`src/rtl/uart_tx_arbiter_if.sv`:
```
// Bundle between word producers, the round-robin arbiter and the uart_tx load handshake.
// master = producer/uart side, slave = arbiter side.
interface uart_tx_arbiter_if #(
  parameter int unsigned N   = 4,
  parameter int unsigned IDW = 2
);
  logic [N-1:0]    req_valid;
  logic [N*16-1:0] req_data;
  logic [N-1:0]    req_ready;
  logic [3:0]      cfg_width;
  logic [1:0]      cfg_parity;
  logic            tx_req_load;
  logic            tx_ack_load;
  logic [15:0]     tx_bits;
  logic [3:0]      tx_width;
  logic [1:0]      tx_parity;
  logic            busy;
  logic [IDW-1:0]  grant;

  modport master (
    output req_valid, req_data, cfg_width, cfg_parity, tx_req_load,
    input  req_ready, tx_ack_load, tx_bits, tx_width, tx_parity, busy, grant
  );

  modport slave (
    input  req_valid, req_data, cfg_width, cfg_parity, tx_req_load,
    output req_ready, tx_ack_load, tx_bits, tx_width, tx_parity, busy, grant
  );
endinterface

```
`src/rtl/uart_tx_arbiter.sv`:
```
// Round-robin scheduler sharing one uart_tx serialiser between N word producers.
// Define UART_TX_ARBITER_PRIO0_EN to give port 0 strict priority over the rotation.
module uart_tx_arbiter #(
  parameter int unsigned N          = 4,
  parameter int unsigned IDW        = 2,
  parameter int unsigned GAP_CYCLES = 0
) (
  input logic              clock,
  input logic              reset,
  uart_tx_arbiter_if.slave bus
);

  typedef enum logic [1:0] {StIdle, StLoad, StBusy, StGap} state_e;

  state_e         state_q;
  logic [7:0]     gap_q;
  logic [N-1:0]   ready_q;
  logic           ack_q;
  logic           busy_q;
  logic [15:0]    bits_q;
  logic [3:0]     width_q;
  logic [1:0]     parity_q;
  logic [IDW-1:0] grant_q;

  logic [IDW-1:0] win;
  logic [IDW-1:0] idx;
  logic           found;
  logic           any_valid;

  assign any_valid = |bus.req_valid;

  // First valid port after the last grant, wrapping; modulo keeps N < 2**IDW in range.
  always_comb begin
    win   = grant_q;
    idx   = grant_q;
    found = 1'b0;
    for (int unsigned i = 1; i <= N; i++) begin
      idx = IDW'((32'(grant_q) + i) % N);
      if (!found && bus.req_valid[idx]) begin
        found = 1'b1;
        win   = idx;
      end
    end
`ifdef UART_TX_ARBITER_PRIO0_EN
    if (bus.req_valid[0]) begin
      win = '0;
    end
`endif
  end

  always_ff @(posedge clock or negedge reset) begin
    if (!reset) begin
      state_q  <= StIdle;
      gap_q    <= 8'd0;
      ready_q  <= '0;
      ack_q    <= 1'b0;
      busy_q   <= 1'b0;
      bits_q   <= 16'd0;
      width_q  <= 4'd8;
      parity_q <= 2'd0;
      grant_q  <= IDW'(N - 1);
    end else begin
      unique case (state_q)
        StIdle: begin
          if (bus.tx_req_load && any_valid) begin
            bits_q   <= bus.req_data[{win, 4'b0000} +: 16];
            width_q  <= (bus.cfg_width == 4'd0) ? 4'd8 : bus.cfg_width;
            parity_q <= bus.cfg_parity;
            grant_q  <= win;
            ready_q  <= {{(N - 1){1'b0}}, 1'b1} << win;
            ack_q    <= 1'b1;
            busy_q   <= 1'b1;
            state_q  <= StLoad;
          end
        end
        StLoad: begin
          ack_q   <= 1'b0;
          ready_q <= '0;
          state_q <= StBusy;
        end
        StBusy: begin
          // uart_tx raises req_load again only once the stop bit is on the line.
          if (bus.tx_req_load) begin
            if (GAP_CYCLES > 0) begin
              gap_q   <= 8'(GAP_CYCLES - 1);
              state_q <= StGap;
            end else begin
              busy_q  <= 1'b0;
              state_q <= StIdle;
            end
          end
        end
        StGap: begin
          if (gap_q == 8'd0) begin
            busy_q  <= 1'b0;
            state_q <= StIdle;
          end else begin
            gap_q <= gap_q - 8'd1;
          end
        end
        default: state_q <= StIdle;
      endcase
    end
  end

  assign bus.req_ready   = ready_q;
  assign bus.tx_ack_load = ack_q;
  assign bus.tx_bits     = bits_q;
  assign bus.tx_width    = width_q;
  assign bus.tx_parity   = parity_q;
  assign bus.busy        = busy_q;
  assign bus.grant       = grant_q;

endmodule

```
`src/flat_wrapper.sv`:
```
// flat-port wrapper written by rule: the top's interface ports become plain ports
module uart_tx_arbiter_flat 
#(
  parameter int unsigned N          = 4,
  parameter int unsigned IDW        = 2,
  parameter int unsigned GAP_CYCLES = 0
)
  (clock, reset, bus_req_valid, bus_req_data, bus_cfg_width, bus_cfg_parity, bus_tx_req_load, bus_req_ready, bus_tx_ack_load, bus_tx_bits, bus_tx_width, bus_tx_parity, bus_busy, bus_grant);
  uart_tx_arbiter_if #(.N(N), .IDW(IDW)) bus_i ();
  input logic clock;
  input logic reset;
  input wire logic [$bits(bus_i.req_valid)-1:0] bus_req_valid;
  input wire logic [$bits(bus_i.req_data)-1:0] bus_req_data;
  input wire logic [$bits(bus_i.cfg_width)-1:0] bus_cfg_width;
  input wire logic [$bits(bus_i.cfg_parity)-1:0] bus_cfg_parity;
  input wire logic [$bits(bus_i.tx_req_load)-1:0] bus_tx_req_load;
  output wire logic [$bits(bus_i.req_ready)-1:0] bus_req_ready;
  output wire logic [$bits(bus_i.tx_ack_load)-1:0] bus_tx_ack_load;
  output wire logic [$bits(bus_i.tx_bits)-1:0] bus_tx_bits;
  output wire logic [$bits(bus_i.tx_width)-1:0] bus_tx_width;
  output wire logic [$bits(bus_i.tx_parity)-1:0] bus_tx_parity;
  output wire logic [$bits(bus_i.busy)-1:0] bus_busy;
  output wire logic [$bits(bus_i.grant)-1:0] bus_grant;
  assign bus_i.req_valid = bus_req_valid;
  assign bus_i.req_data = bus_req_data;
  assign bus_i.cfg_width = bus_cfg_width;
  assign bus_i.cfg_parity = bus_cfg_parity;
  assign bus_i.tx_req_load = bus_tx_req_load;
  assign bus_req_ready = bus_i.req_ready;
  assign bus_tx_ack_load = bus_i.tx_ack_load;
  assign bus_tx_bits = bus_i.tx_bits;
  assign bus_tx_width = bus_i.tx_width;
  assign bus_tx_parity = bus_i.tx_parity;
  assign bus_busy = bus_i.busy;
  assign bus_grant = bus_i.grant;
  uart_tx_arbiter #(.N(N), .IDW(IDW), .GAP_CYCLES(GAP_CYCLES)) u_core (.clock(clock), .reset(reset), .bus(bus_i));
endmodule
```
`config.mk`:
```
export PLATFORM = sky130hd
export DESIGN_NAME = uart_tx_arbiter_flat
export DESIGN_NICKNAME = d
export VERILOG_FILES = /design/src/rtl/uart_tx_arbiter_if.sv /design/src/rtl/uart_tx_arbiter.sv /design/src/flat_wrapper.sv
export SDC_FILE = /design/constraint.sdc
export NUM_CORES = 1
export LEC_CHECK = 0
export ABC_CLOCK_PERIOD_IN_PS = 1770
export CORE_MARGIN = 1
export CORE_UTILIZATION = 38
export CTS_BUF_LIST = sky130_fd_sc_hd__clkbuf_8
export CTS_CLUSTER_DIAMETER = 40
export DETAILED_ROUTE_END_ITERATION = 8
export PLACE_DENSITY = 0.75
export SYNTH_ARGS = -nofsm -noshare
export SYNTH_HDL_FRONTEND = slang
export SYNTH_SLANG_ARGS = --single-unit
```
`constraint.sdc`:
```
create_clock -name clock -period 1.77 [get_ports clock]
set_input_delay 0.2655 -clock clock [delete_from_list [all_inputs] [get_ports clock]]
set_output_delay 0.2655 -clock clock [all_outputs]
set_load 0.005 [all_outputs]
```
==> results.json <==
{
  "postLayoutSetupSlackWorst_ns": -0.0247,
  "antenna_found_initial": 0,
  "syn2layout_area_growth_pct": 69.6,
  "met2_usage": 0.347,
  "vias": 2039,
  "std_cell_rows": 27,
  "initial_utilization": 0.396,
  "track_usage": 0.202,
  "first_global_vias": 2062,
  "synthCells": 205,
  "final_hold_viol_count": 0,
  "synthAdderAreaFrac": 0.0114,
  "leakagePower_nw": 1.62,
  "path_max_fanout": 6,
  "slew_violations": 0,
  "fmax_ghz": 0.557,
  "critPathRequiredTime_ns": 1.94,
  "sequentialPowerShare": 0.309,
  "cpLargestDelayFamily": "flip-flops",
  "start_kind": "flop",
  "die_h_um": 78.0,
  "finalPower_mw": 4.95,
  "drt-initial-drc-count": 109,
  "yosysSeqAreaShare": 0.458,
  "clk_pin_slew_ns": 0.07,
  "placed_cell_area_um2": 3390,
  "max_slew.worst_pin.slew_ns": 0.381,
  "fin_nets": 409,
  "swShare": 0.339,
  "ys_ff_latch": 40,
  "grt_pass1_wl_mm": 9.51,
  "path_cells": "buf_4 > nor2_1 > a211oi_2 > nand2b_4 > bufbuf_16 > o21ai_0",
  "multi_input_area_um2": 1180,
  "die_area_um2": 6090,
  "period_minus_slack_ns": 1.79,
  "synth_top_family_by_area": "compound AO/OA/AOI/OAI gates",
  "dr.pass1.iters": 4,
  "syn_avg_cell_area_um2": 10.7,
  "rsz0062_at_grt": "true",
  "hpwl_mm": 4.14,
  "io_buffers": 106,
  "setup-violations-final": 6,
  "viasPerCell": 5.06,
  "clkSinkCount": 40,
  "io-pin-count": 107,
  "overflow": 0,
  "root_buffer": "clkbuf_8",
  "h-tree-depth": 2,
  "slowest_stage": "dfstp_2",
  "grt_start_max_net_pins": 21,
  "regArea_um2": 1000,
  "antenna_cells": 0,
  "grt.busiest_layer": "met2",
  "use_met3": 0.0640,
  "critPathArrivalTime_ns": 1.96,
  "maxCapViolCount": 0,
  "finalInstanceArea_um2": 3720,
  "maxSlewHeadroom": 0.746,
  "nFillCells": 464,
  "drtAntennaViolNets": 0,
  "core-area_um2": 5540,
  "fin_skew_ns": 0.00329,
  "cts_tree": "yes",
  "synth_xor_area_frac": 0.0279,
  "cpPeakStageDelay_ns": 0.62,
  "fin_crit_sh": 1.01,
  "synth_nets": 284,
  "power.internal_mw": 3.27,
  "ys.flop_type": "dfrtp_1",
  "path_buf_inv": 2,
  "cts_buffer_depth": 2,
  "worst-setup-path-type": "reg -> reg",
  "clock_latency_ns": 0.29,
  "synth_compound_area_frac": 0.152,
  "ys_warn_count": 0,
  "async_reset_ff_frac": 1.00,
  "post_drt_wl_per_cell_um": 15.2,
  "synth_area_leaders": "dfrtp_1, mux2i_1, o221ai_2, nand2_1, dfstp_2",
  "status": "finished, violations left",
  "synthMuxAreaShare": 0.150,
  "grt_use_met1": 0.238,
  "yosys.area.top_type": "dfrtp_1",
  "place.gp.congestion": 0.778,
  "drive_above_1_share": 0.196,
  "cts_buffers": 5,
  "syn-cell-area_um2": 2200,
  "ys_types": 35,
  "synthDominantCellAreaShare": 0.422,
  "dieWidth_um": 78.0,
  "synth_edf_count": 0,
  "failed_checks": "negative setup slack",
  "postRouteWirelength_mm": 6.11,
  "pwr-share-comb": 0.559,
  "hp-class": "in -> async",
  "yosys.area_share.simple": 0.141,
  "switching_power_mw": 1.68,
  "power_density_nw_per_um2": 1330,
  "peakVddDrop_mv": 0.718,
  "end_kind": "flop",
  "drc": 0,
  "power.share.clock": 0.132
}
## routing by layer
layer  part of all wire  up-vias
met5                  0        -
met4              0.014        0
met3              0.076        8
met2               0.50       85
met1               0.41      967
li1                   -      979
## cell type report
| cell class | count | area share |
|---|---|---|
| clock buffer | 7 | 0.0259 |
| sequential | 40 | 0.270 |
| multi-input combinational | 148 | 0.316 |
| timing repair buffer | 129 | 0.357 |
| tap | 72 | 0.0242 |
| inverter | 6 | 0.00605 |
| clock inverter | 1 | 0.00101 |
## cells in the mapped netlist, drive strengths merged (3+ instances only)
master and n:
buf 11, mux2i 33, dfstp 3, nand2 40, inv 6, xnor2 7, nand3 4, nor2 10
dfrtp 37, o221ai 17, o21ai 16
## registers in the layout, summed over array words and instances (netlist names)
name / count
u_core.bus.req_ready: 4
u_core.bus.tx_bits: 16
u_core.bus.tx_width: 4
u_core.bus.tx_ack_load: 1
u_core.bus.busy: 1
u_core.gap_q: 8
u_core.bus.grant: 2
u_core.bus.tx_parity: 2
u_core.state_q: 2
## logic make-up (layout without fill, tap and decap cells)
kind of cell | count (synthesis) | after routing
xor+xnor | 7 | 7
fa+ha+maj | 2 | 2
buf+inv | 18 | 143
compound gates | 39 | 39
mux | 33 | 33
simple gates | 66 | 67
flops | 40 | 40
## power groups by stage
stage / logic, mW / registers (mW) / clock network [mW]
3_5_place_dp: 2.41 / 1.53 / 0
4_1_cts: 2.69 / 1.52 / 0.671
3_3_place_gp: 2.36 / 1.53 / 0
6_report: 2.76 / 1.53 / 0.655
5_1_grt: 2.97 / 1.58 / 0.711
2_1_floorplan: 1.27 / 1.52 / 0
## stage by stage
| step | setup WS, ns | hold WS [ns] | instances | utilization | setup TNS [ns] |
|---|---|---|---|---|---|
| 2_1_floorplan | 0.0233 | -0.0301 | 205 | - | 0 |
| 3_3_place_gp | -0.398 | 0.174 | 385 | 0.612 | -10.15 |
| 3_5_place_dp | -0.442 | 0.182 | 385 | 0.612 | -10.95 |
| 4_1_cts | 0.000934 | 0.401 | 403 | 0.661 | 0 |
| 5_1_grt | -0.0838 | 0.419 | 403 | 0.672 | -0.856 |
| 6_report | -0.0247 | 0.404 | 403 | 0.672 | -0.131 |
## repair_timing
action,in CTS,in global routing
pin swaps,1,1
hold buffers,1,0
gates cloned,2,0
gates resized for setup,10,15
endpoints found under the setup margin,22,20
buffers inserted,7,0
endpoints found under the hold margin,10,0
## worst paths after layout
check                                              startpoint                             endpoint  slack, ns  depth (start not counted)
setup / recovery              u_core.bus.grant[1]$_DFFE_PN1P_  u_core.bus.req_ready[1]$_DFFE_PN0P_      -0.02                          6
hold / removal                                          reset   u_core.bus.tx_width[1]$_DFFE_PN0P_       0.40                          2
setup reg to reg              u_core.bus.grant[1]$_DFFE_PN1P_  u_core.bus.req_ready[1]$_DFFE_PN0P_      -0.02                          6
hold reg to reg            u_core.bus.tx_width[3]$_DFFE_PN1P_   u_core.bus.tx_width[3]$_DFFE_PN1P_       0.45                          2
max in group asynchronous                               reset    u_core.bus.tx_bits[4]$_DFFE_PN0P_       0.85                          3
min in group clock         u_core.bus.tx_width[3]$_DFFE_PN1P_   u_core.bus.tx_width[3]$_DFFE_PN1P_       0.45                          2
## worst reg2reg max path: stages (launching register included)
cell and delay, ns:
dfstp_2 0.62, buf_4 0.15, nor2_1 0.05, a211oi_2 0.29
nand2b_4 0.23, bufbuf_16 0.27, o21ai_0 0.08
## cell usage in the layout, fill, tap and decap left out, types with 7 or more instances in the layout
cell             count
dfrtp_1             37
o21ai_0             12
nor2_1              10
o221ai_2            10
mux2i_1             23
buf_4               15
clkdlybuf4s50_1    100
clkbuf_8             7
inv_1                7
mux2i_2              9
xnor2_1              7
nand2_1             39
Power figures use the tool's default switching activity.
